--- config.mk ---
export PLATFORM = sky130hd
export DESIGN_NAME = bcd_score_display
export DESIGN_NICKNAME = d
export VERILOG_FILES = /design/src/rtl/score_disp_pkg.sv /design/src/rtl/bcd_to_seg7.sv /design/src/rtl/bcd_score_display.sv
export SDC_FILE = /design/constraint.sdc
export NUM_CORES = 1
export LEC_CHECK = 0
export ABC_AREA = 1
export BUFFER_PORTS_ARGS = -buffer_cell sky130_fd_sc_hd__clkbuf_2
export CAP_MARGIN = 20
export CORE_ASPECT_RATIO = 0.7
export CORE_MARGIN = 4
export CORE_UTILIZATION = 60
export CTS_BUF_LIST = sky130_fd_sc_hd__clkbuf_8
export CTS_CLUSTER_DIAMETER = 80
export DETAILED_ROUTE_END_ITERATION = 6
export PLACE_DENSITY = 0.85
export SLEW_MARGIN = 10
export SYNTH_ARGS = -nofsm -noshare
export SYNTH_HDL_FRONTEND = slang
export SYNTH_SLANG_ARGS = --single-unit
export TNS_END_PERCENT = 5
--- constraint.sdc ---
create_clock -name clk -period 2.8 [get_ports clk]
set_clock_uncertainty 0.15 [all_clocks]
set_input_delay 0 -clock clk [delete_from_list [all_inputs] [get_ports clk]]
set_output_delay 0 -clock clk [all_outputs]
set_load 0.02 [all_outputs]
--- src/rtl/score_disp_pkg.sv ---
// Shared constants and types for the PONG score display: active-high segment
// patterns, digit-slot indices and the packed four-digit score word.
package score_disp_pkg;

  // Active-high segment patterns, bit0=a .. bit6=g.
  localparam logic [6:0] SEG_0    = 7'h3F;
  localparam logic [6:0] SEG_1    = 7'h06;
  localparam logic [6:0] SEG_2    = 7'h5B;
  localparam logic [6:0] SEG_3    = 7'h4F;
  localparam logic [6:0] SEG_4    = 7'h66;
  localparam logic [6:0] SEG_5    = 7'h6D;
  localparam logic [6:0] SEG_6    = 7'h7D;
  localparam logic [6:0] SEG_7    = 7'h07;
  localparam logic [6:0] SEG_8    = 7'h7F;
  localparam logic [6:0] SEG_9    = 7'h6F;
  localparam logic [6:0] SEG_DASH = 7'h40;

  localparam logic [1:0] IDX_P2_ONES = 2'd0;
  localparam logic [1:0] IDX_P2_TENS = 2'd1;
  localparam logic [1:0] IDX_P1_ONES = 2'd2;
  localparam logic [1:0] IDX_P1_TENS = 2'd3;

  // {p1_q1, p1_q0, p2_q1, p2_q0}: nibble n holds the digit shown in slot n.
  typedef logic [15:0] score_t;

endpackage

--- src/rtl/bcd_to_seg7.sv ---
// Combinational BCD to active-high 7-segment decoder; non-BCD codes show a dash.
module bcd_to_seg7
  import score_disp_pkg::*;
(
  input  logic [3:0] bcd_i,
  output logic [6:0] seg_o
);

  always_comb begin
    seg_o = SEG_DASH;
    case (bcd_i)
      4'd0:    seg_o = SEG_0;
      4'd1:    seg_o = SEG_1;
      4'd2:    seg_o = SEG_2;
      4'd3:    seg_o = SEG_3;
      4'd4:    seg_o = SEG_4;
      4'd5:    seg_o = SEG_5;
      4'd6:    seg_o = SEG_6;
      4'd7:    seg_o = SEG_7;
      4'd8:    seg_o = SEG_8;
      4'd9:    seg_o = SEG_9;
      default: seg_o = SEG_DASH;
    endcase
  end

endmodule

--- src/rtl/bcd_score_display.sv ---
// Four-digit multiplexed score display with slot blanking and frame-aligned commit.
// Define SCORE_LZ_BLANK_EN to blank tens digits that are zero.
module bcd_score_display
  import score_disp_pkg::*;
#(
  parameter int unsigned SCAN_DIV   = 3000,
  parameter int unsigned BLANK_CYC  = 60,
  parameter bit          ACTIVE_LOW = 1'b1
) (
  input  logic       clk,
  input  logic       clr,
  input  logic       upd,
  input  logic [3:0] p1_q0,
  input  logic [3:0] p1_q1,
  input  logic [3:0] p2_q0,
  input  logic [3:0] p2_q1,
  output logic [6:0] seg,
  output logic       dp,
  output logic [3:0] an,
  output logic       frame
);

  localparam int unsigned     CntW     = $clog2(SCAN_DIV);
  localparam logic [CntW-1:0] CntLast  = CntW'(SCAN_DIV - 1);
  localparam logic [CntW-1:0] CntBlank = CntW'(BLANK_CYC);
  localparam logic [6:0]      SegOff   = ACTIVE_LOW ? 7'h7F : 7'h00;
  localparam logic [3:0]      AnOff    = ACTIVE_LOW ? 4'hF : 4'h0;

  logic [CntW-1:0] cnt_q, cnt_d;
  logic [1:0]      idx_q, idx_d;
  score_t          stage_q, stage_d, disp_q, disp_d;
  logic            pending_q, pending_d;
  logic [6:0]      seg_q, seg_d;
  logic            dp_q, dp_d;
  logic [3:0]      an_q, an_d;
  logic            frame_q, frame_d;

  logic            tick, wrap, lz_d;
  logic [3:0]      digit_d, an_hi;
  logic [6:0]      seg_hi;

  bcd_to_seg7 u_dec (
    .bcd_i (digit_d),
    .seg_o (seg_hi)
  );

  // Outputs are registered from next-state values so that seg/dp change on the
  // very cycle the new slot starts, well ahead of the anode after blanking.
  always_comb begin
    tick      = (cnt_q == CntLast);
    wrap      = tick && (idx_q == IDX_P1_TENS);
    cnt_d     = tick ? '0 : cnt_q + 1'b1;
    idx_d     = tick ? idx_q + 2'd1 : idx_q;
    stage_d   = upd ? score_t'({p1_q1, p1_q0, p2_q1, p2_q0}) : stage_q;
    pending_d = upd || (pending_q && !wrap);
    // Commit uses the stage value from before this edge, even if upd is high now.
    disp_d    = (wrap && pending_q) ? stage_q : disp_q;
    digit_d   = disp_d[{idx_d, 2'b00} +: 4];
`ifdef SCORE_LZ_BLANK_EN
    lz_d      = ((idx_d == IDX_P1_TENS) || (idx_d == IDX_P2_TENS)) && (digit_d == 4'd0);
`else
    lz_d      = 1'b0;
`endif
    an_hi     = ((cnt_d >= CntBlank) && !lz_d) ? (4'b0001 << idx_d) : 4'b0000;
    an_d      = ACTIVE_LOW ? ~an_hi : an_hi;
    seg_d     = lz_d ? SegOff : (ACTIVE_LOW ? ~seg_hi : seg_hi);
    dp_d      = (idx_d == IDX_P1_ONES) ^ ACTIVE_LOW;
    frame_d   = (cnt_d == CntLast) && (idx_d == IDX_P1_TENS);
  end

  always_ff @(posedge clk or negedge clr) begin
    if (!clr) begin
      cnt_q     <= '0;
      idx_q     <= '0;
      stage_q   <= '0;
      disp_q    <= '0;
      pending_q <= 1'b0;
      seg_q     <= SegOff;
      dp_q      <= ACTIVE_LOW;
      an_q      <= AnOff;
      frame_q   <= 1'b0;
    end else begin
      cnt_q     <= cnt_d;
      idx_q     <= idx_d;
      stage_q   <= stage_d;
      disp_q    <= disp_d;
      pending_q <= pending_d;
      seg_q     <= seg_d;
      dp_q      <= dp_d;
      an_q      <= an_d;
      frame_q   <= frame_d;
    end
  end

  assign seg   = seg_q;
  assign dp    = dp_q;
  assign an    = an_q;
  assign frame = frame_q;

endmodule

## Word level (Yosys, flattened, before mapping)

Memory sizes are Yosys's and may differ from the RTL's.
Index checks and enable logic that the tools add are counted.

- Add/subtract/negate cells: 2
- $lt $le $gt $ge: 1
- Eq/ne operators: 5
- Shifts and indexed selects: 2
- Mux-type cells: 4
- Bitwise logic cells: 3
- Reductions and logical operators: 6

Operators by type and width:

| cell | count |
|---|---|
| $eq A12 B12 Y1 const B | 2 |
| $mux W16 | 1 |
| $shiftx A16 B5 Y4 | 1 |
| $add A12 B1 Y12 const B | 1 |
| $ge A12 B6 Y1 const B | 1 |
| $mux W12 | 1 |
| $not A7 Y7 | 1 |
| $eq A2 B2 Y1 const B | 3 |
| $logic_and A1 B1 Y1 | 4 |
| $mux W4 | 1 |
| $not A4 Y4 | 1 |
| $shl A1 B2 Y4 const A | 1 |
| $add A2 B1 Y2 const B | 1 |
| $mux W2 | 1 |
| $logic_not A1 Y1 | 1 |
| $logic_or A1 B1 Y1 | 1 |
| $not A1 Y1 | 1 |

- Flip-flop bits (word level): 60
- Bits in read-only memories: 112
- Input bits: 19
- Output and inout port bits: 13
- Memories kept: 1

Memory list:

| name | depth | width | read ports | clocked after memory_dff | write ports | line | RTL |
|---|---|---|---|---|---|---|---|
| (name not given) | 16 | 7 | 1 | 0 | 0 | bcd_to_seg7.sv:11 | `case (bcd_i)` |

## Depth between registers and ports, before layout

An unclocked memory read counts as a cell.

- Depth in word-level cells: 7
- Mapped depth: 18

## Hierarchy

Synthesis repeated with hierarchy kept, for this count alone.

- Cell total of the unflattened synthesis: 388
- Area, all modules: 3029.2 µm²

Modules (own cells, without submodules):

| module | instances | cells each | area each (µm²) | sequential area each (µm²) |
|---|---|---|---|---|
| bcd_score_display | 1 | 352 | 2836.5 | 1516.5 |
| bcd_to_seg7 | 1 | 36 | 192.7 | 0.0 |

## Worst setup path after synthesis

Ideal clock, no wire load.

- Kind: register to register
- From: reg cnt_q[0]
- To: reg seg_q[3], in the netlist seg[3]
- Library setup time: 0.060 ns
- Arrival time: 2.102 ns
- Setup slack: 0.488 ns
- Stages on the path, launching flop included: 16
- Period minus slack after synthesis: 2.312 ns
- Cell sequence: dfrtp_1 > ha_1 > nand2_1 > inv_2 > nand2_2 > nor2_4 > nand4_4 > buf_6 > o21ai_0 > nand2_1 > nand4_1 > inv_1 > ha_1 > nand2_1 > nand3_1 > nand2_1

- Word-level cells in the longest chain between the ends: 7

Ends and longest elaborated chain:

| what | line | RTL |
|---|---|---|
| start, declared | bcd_score_display.sv:29 | `logic [CntW-1:0] cnt_q, cnt_d;` |
| start signal, assigned | bcd_score_display.sv:83 | `cnt_q <= cnt_d;` |
| $eq A12 B12 Y1 | bcd_score_display.sv:50 | `tick = (cnt_q == CntLast);` |
| $logic_and A1 B1 Y1 | bcd_score_display.sv:51 | `wrap = tick && (idx_q == IDX_P1_TENS);` |
| $logic_and A1 B1 Y1 | bcd_score_display.sv:57 | `disp_d = (wrap && pending_q) ? stage_q : disp_q;` |
| $mux W16 | bcd_score_display.sv:57 |  |
| via disp_d[4] | bcd_score_display.sv:31 | `score_t stage_q, stage_d, disp_q, disp_d;` |
| $shiftx A16 B5 Y4 | bcd_score_display.sv:58 | `digit_d = disp_d[{idx_d, 2'b00} +: 4];` |
| $mem_v2 Z16 W7 | n/a |  |
| $not A7 Y7 | bcd_score_display.sv:66 | `seg_d = lz_d ? SegOff : (ACTIVE_LOW ? ~seg_hi : seg_hi);` |
| via seg_d[3] | bcd_score_display.sv:33 | `logic [6:0] seg_q, seg_d;` |
| end signal, assigned | bcd_score_display.sv:78 | `seg_q <= SegOff;` |
| end signal, assigned | bcd_score_display.sv:88 | `seg_q <= seg_d;` |
| end, declared | bcd_score_display.sv:33 |  |

The timed path passes the listed nets, and every way through them passes these cells.
A chain may end at the register's enable or synchronous reset.

## Worst setup path after layout

- From: reg cnt_q[1]
- To: reg seg_q[3], in the netlist seg[3]

- Word-level cells in the longest chain between the ends: 7

Ends and longest elaborated chain:

| what | line |
|---|---|
| $eq A12 B12 Y1 * | bcd_score_display.sv:50 |
| $logic_and A1 B1 Y1 | bcd_score_display.sv:51 |
| $logic_and A1 B1 Y1 | bcd_score_display.sv:57 |
| $mux W16 | bcd_score_display.sv:57 |
| $shiftx A16 B5 Y4 * | bcd_score_display.sv:58 |
| $mem_v2 Z16 W7 * | n/a |
| $not A7 Y7 * | bcd_score_display.sv:66 |
| via seg_d[3] | bcd_score_display.sv:33 |

The timed path passes the listed nets; every way through them passes the cells marked *.

==> out/qor.txt <==
Status: complete, no violations
Syn_area_per_cell: 8.976 um2
Slew HR: 57.34%
Routed length per instance: 13.56 um
Hold Crit Class: in -> async
Final Max Slew Viols: 0
Core Util, Final: 74.98%
HPWL Detailed: 4081 um
Die Ht: 66.61 um
Worst endpoint required time: 2940 ps
Met2 Routed Length: 2918 um
Drt via density: 4.956
Synth Instances: 328
Synthesized area: 2944 um2
Pwr Density: 514.5 nW/um2
FF-to-FF Start: cnt_q[1]
Crit. End Element: register
Row count: 21
Placer Congestion: 0.8603
Sequential area share after synthesis: 51.51%
Max Used Layer: met4
Share of layout cells above drive strength 1: 30.00%
Routed Antenna Nets: 0
CTS H-Tree Depth: 3
Async S/R FF share, synth: 100.0%
Largest net degree at the start of global routing: 29
Vias: 2275
Initial antenna violation count: 0
Nets: 413
Layout Cells excl Fill: 459
Filler cells: 331
Met3 routed WL: 333 um
Die Area: 6109 um2
Ant diodes: 0
Starting Density: 61.90%
GRT Resource Usage Total: 23.18%
Yosys warns: 0
Metal-1 WL: 2826 um
Actual slew at the worst max-slew pin: 639.8 ps
Clock root buffer: clkbuf_8
Tcrit/Tclk final: 91.95%
Total placed cells including tap cells: 426
CP Class: reg -> reg
CTS tree: yes
Max-cap violation count: 0
WHS: 57.51 ps
Final hold vios: 0
Worst-path clk slew: 70 ps
Fmax: 388.4 MHz
Setup violations, final: 0
TritonCTS Buffers: 9
Ys flop type: dfrtp_1
Width of the die: 91.73 um
Grt ovf: 0
Clock buffer depth: 2
Drt first-iter violations: 195
I/O pins: 32
Synth Net Count: 356
Static Leak: 1.896 nW
Maximum VDD drop: 0.0004342 V
Setup_tns: 0 ps
Yosys cell types: 26
Clock Sinks: 60
RSZ-0062 raised after global routing: false
Critical Path AT: 2710 ps
Number of global-route vias before repair: 2301
DRC: 0
Port-buffer cells: 31
Global-route wire length before repair: 10680 um
Min cycle time layout: 2575 ps
Worst setup path start: cnt_q[1]
Drt pass-1 iters: 4
CP max FO: 5
Yosys reg bits: 60
Clock Latency Late Sink: 340 ps
Post-layout power: 1.835 mW
Core footprint: 4756 um2
Total wire length: 6222 um
Synth-to-layout area growth: 21.12%
Number of flops mapped to enable cells by yosys: 0
Crit start category: register
==> stage by stage <==
step	instance area, um2	setup WS [ps]
4_1_cts	3561	169.8
3_5_place_dp	3173	251.5
3_3_place_gp	3173	337.3
5_1_grt	3566	3.794
2_1_floorplan	2944	488.1
6_report	3566	225.4
==> Yosys cell counts (4+ instances only) <==
master / count / share of area [%]
o21ai_0: 23 / 3.9
inv_2: 10 / 1.3
ha_1: 9 / 3.8
dfstp_2: 12 / 11
inv_1: 42 / 5.4
nand3_1: 25 / 4.2
nand2_2: 19 / 4.0
mux2_2: 5 / 1.9
nor2_4: 5 / 1.9
nand2_1: 84 / 11
o21ai_2: 4 / 1.2
dfrtp_1: 48 / 41
nand2_4: 5 / 1.9
nor2_1: 13 / 1.7
==> repair_timing <==
| item | in CTS | in global routing |
|---|---|---|
| endpoints found under the hold margin | 41 | 0 |
| gates resized for setup | 0 | 4 |
| hold buffers | 17 | 0 |
| buffers inserted | 0 | 0 |
| setup endpoints to repair | 0 | 1 |
==> final cells by class <==
type | count | area, um2 | share of cell area [%]
multi-input combinational | 209 | 1187 | 33.30
timing repair buffer | 53 | 362.8 | 10.18
clock buffer | 10 | 137.6 | 3.860
tap | 69 | 86.33 | 2.421
sequential | 60 | 1516 | 42.53
clock inverter | 6 | 80.08 | 2.246
inverter | 52 | 195.2 | 5.474
==> path summary, 6_finish.rpt <==
kind / endpoint / slack, ps / depth (start not counted)
worst max-delay path: seg[3] / 230 / 16
worst min-delay path: disp_q[9] / 60 / 2
worst max register to register: seg[3] / 230 / 16
worst min register to register: disp_q[13] / 330 / 2
max in group asynchronous: dp / 1680 / 3
min in group clk: stage_q[7] / 90 / 3
==> flip-flops by register name, indices dropped and copies added (netlist names) <==
| register | cells |
|---|---|
| idx_q | 2 |
| dp | 1 |
| pending_q | 1 |
| cnt_q | 12 |
| seg | 7 |
| disp_q | 16 |
| an | 4 |
| frame | 1 |
| stage_q | 16 |
==> report_power, final <==
part / switching (mW) / internal, mW
clock network: 0.335 / 0.517
registers: 0.00855 / 0.889
logic: 0.0459 / 0.0390
total: 0.390 / 1.45
==> worst max-delay path, stage by stage (launching register included) <==
cell and delay (ps):
dfrtp_1 370, ha_1 170, nand2_1 100, inv_2 90, nand2_2 70, nor2_4 130
nand3_1 100, nand2_2 160, nand2_1 110, inv_2 130, nand2_1 70, nand4_1 190
inv_1 110, ha_1 320, nand2_1 110, nand3_1 70, nand2_1 60
==> cells by family (layout without fill, tap and decap cells) <==
kind of cell / after synthesis / after routing / share of synthesized area [%]
flip-flops: 60 / 60 / 51.51
multiplexers: 5 / 5 / 1.912
AO/OA/AOI/OAI: 31 / 31 / 6.034
adder cells (fa/ha/maj): 9 / 9 / 3.825
AND/OR/NAND/NOR: 164 / 164 / 28.39
buffers and inverters: 59 / 121 / 8.330
==> routing by layer <==
| metal | global-route usage (%) | up-vias |
|---|---|---|
| li1 | - | 1134 |
| met4 | 10.00 | 0 |
| met2 | 36.21 | 64 |
| met1 | 30.36 | 1061 |
| met5 | 0 | - |
| met3 | 6.772 | 16 |
==> layout by cell type (no fill, tap or decap), drive strengths merged <==
| master | count |
|---|---|
| o21bai | 3 |
| dlygate4sd3 | 17 |
| a21oi | 1 |
| nand2 | 108 |
| bufinv | 2 |
| nand3 | 27 |
| dfstp | 12 |
| and3 | 1 |
| nor3 | 2 |
| clkbuf | 41 |
| mux2 | 5 |
| nand4 | 4 |
| clkinvlp | 1 |
| inv | 54 |
| dfrtp | 48 |
| ha | 9 |
| o21ai | 27 |
| buf | 5 |
| nor2 | 22 |
| clkinv | 1 |
Note: power is estimated with default switching activity, not from simulation.
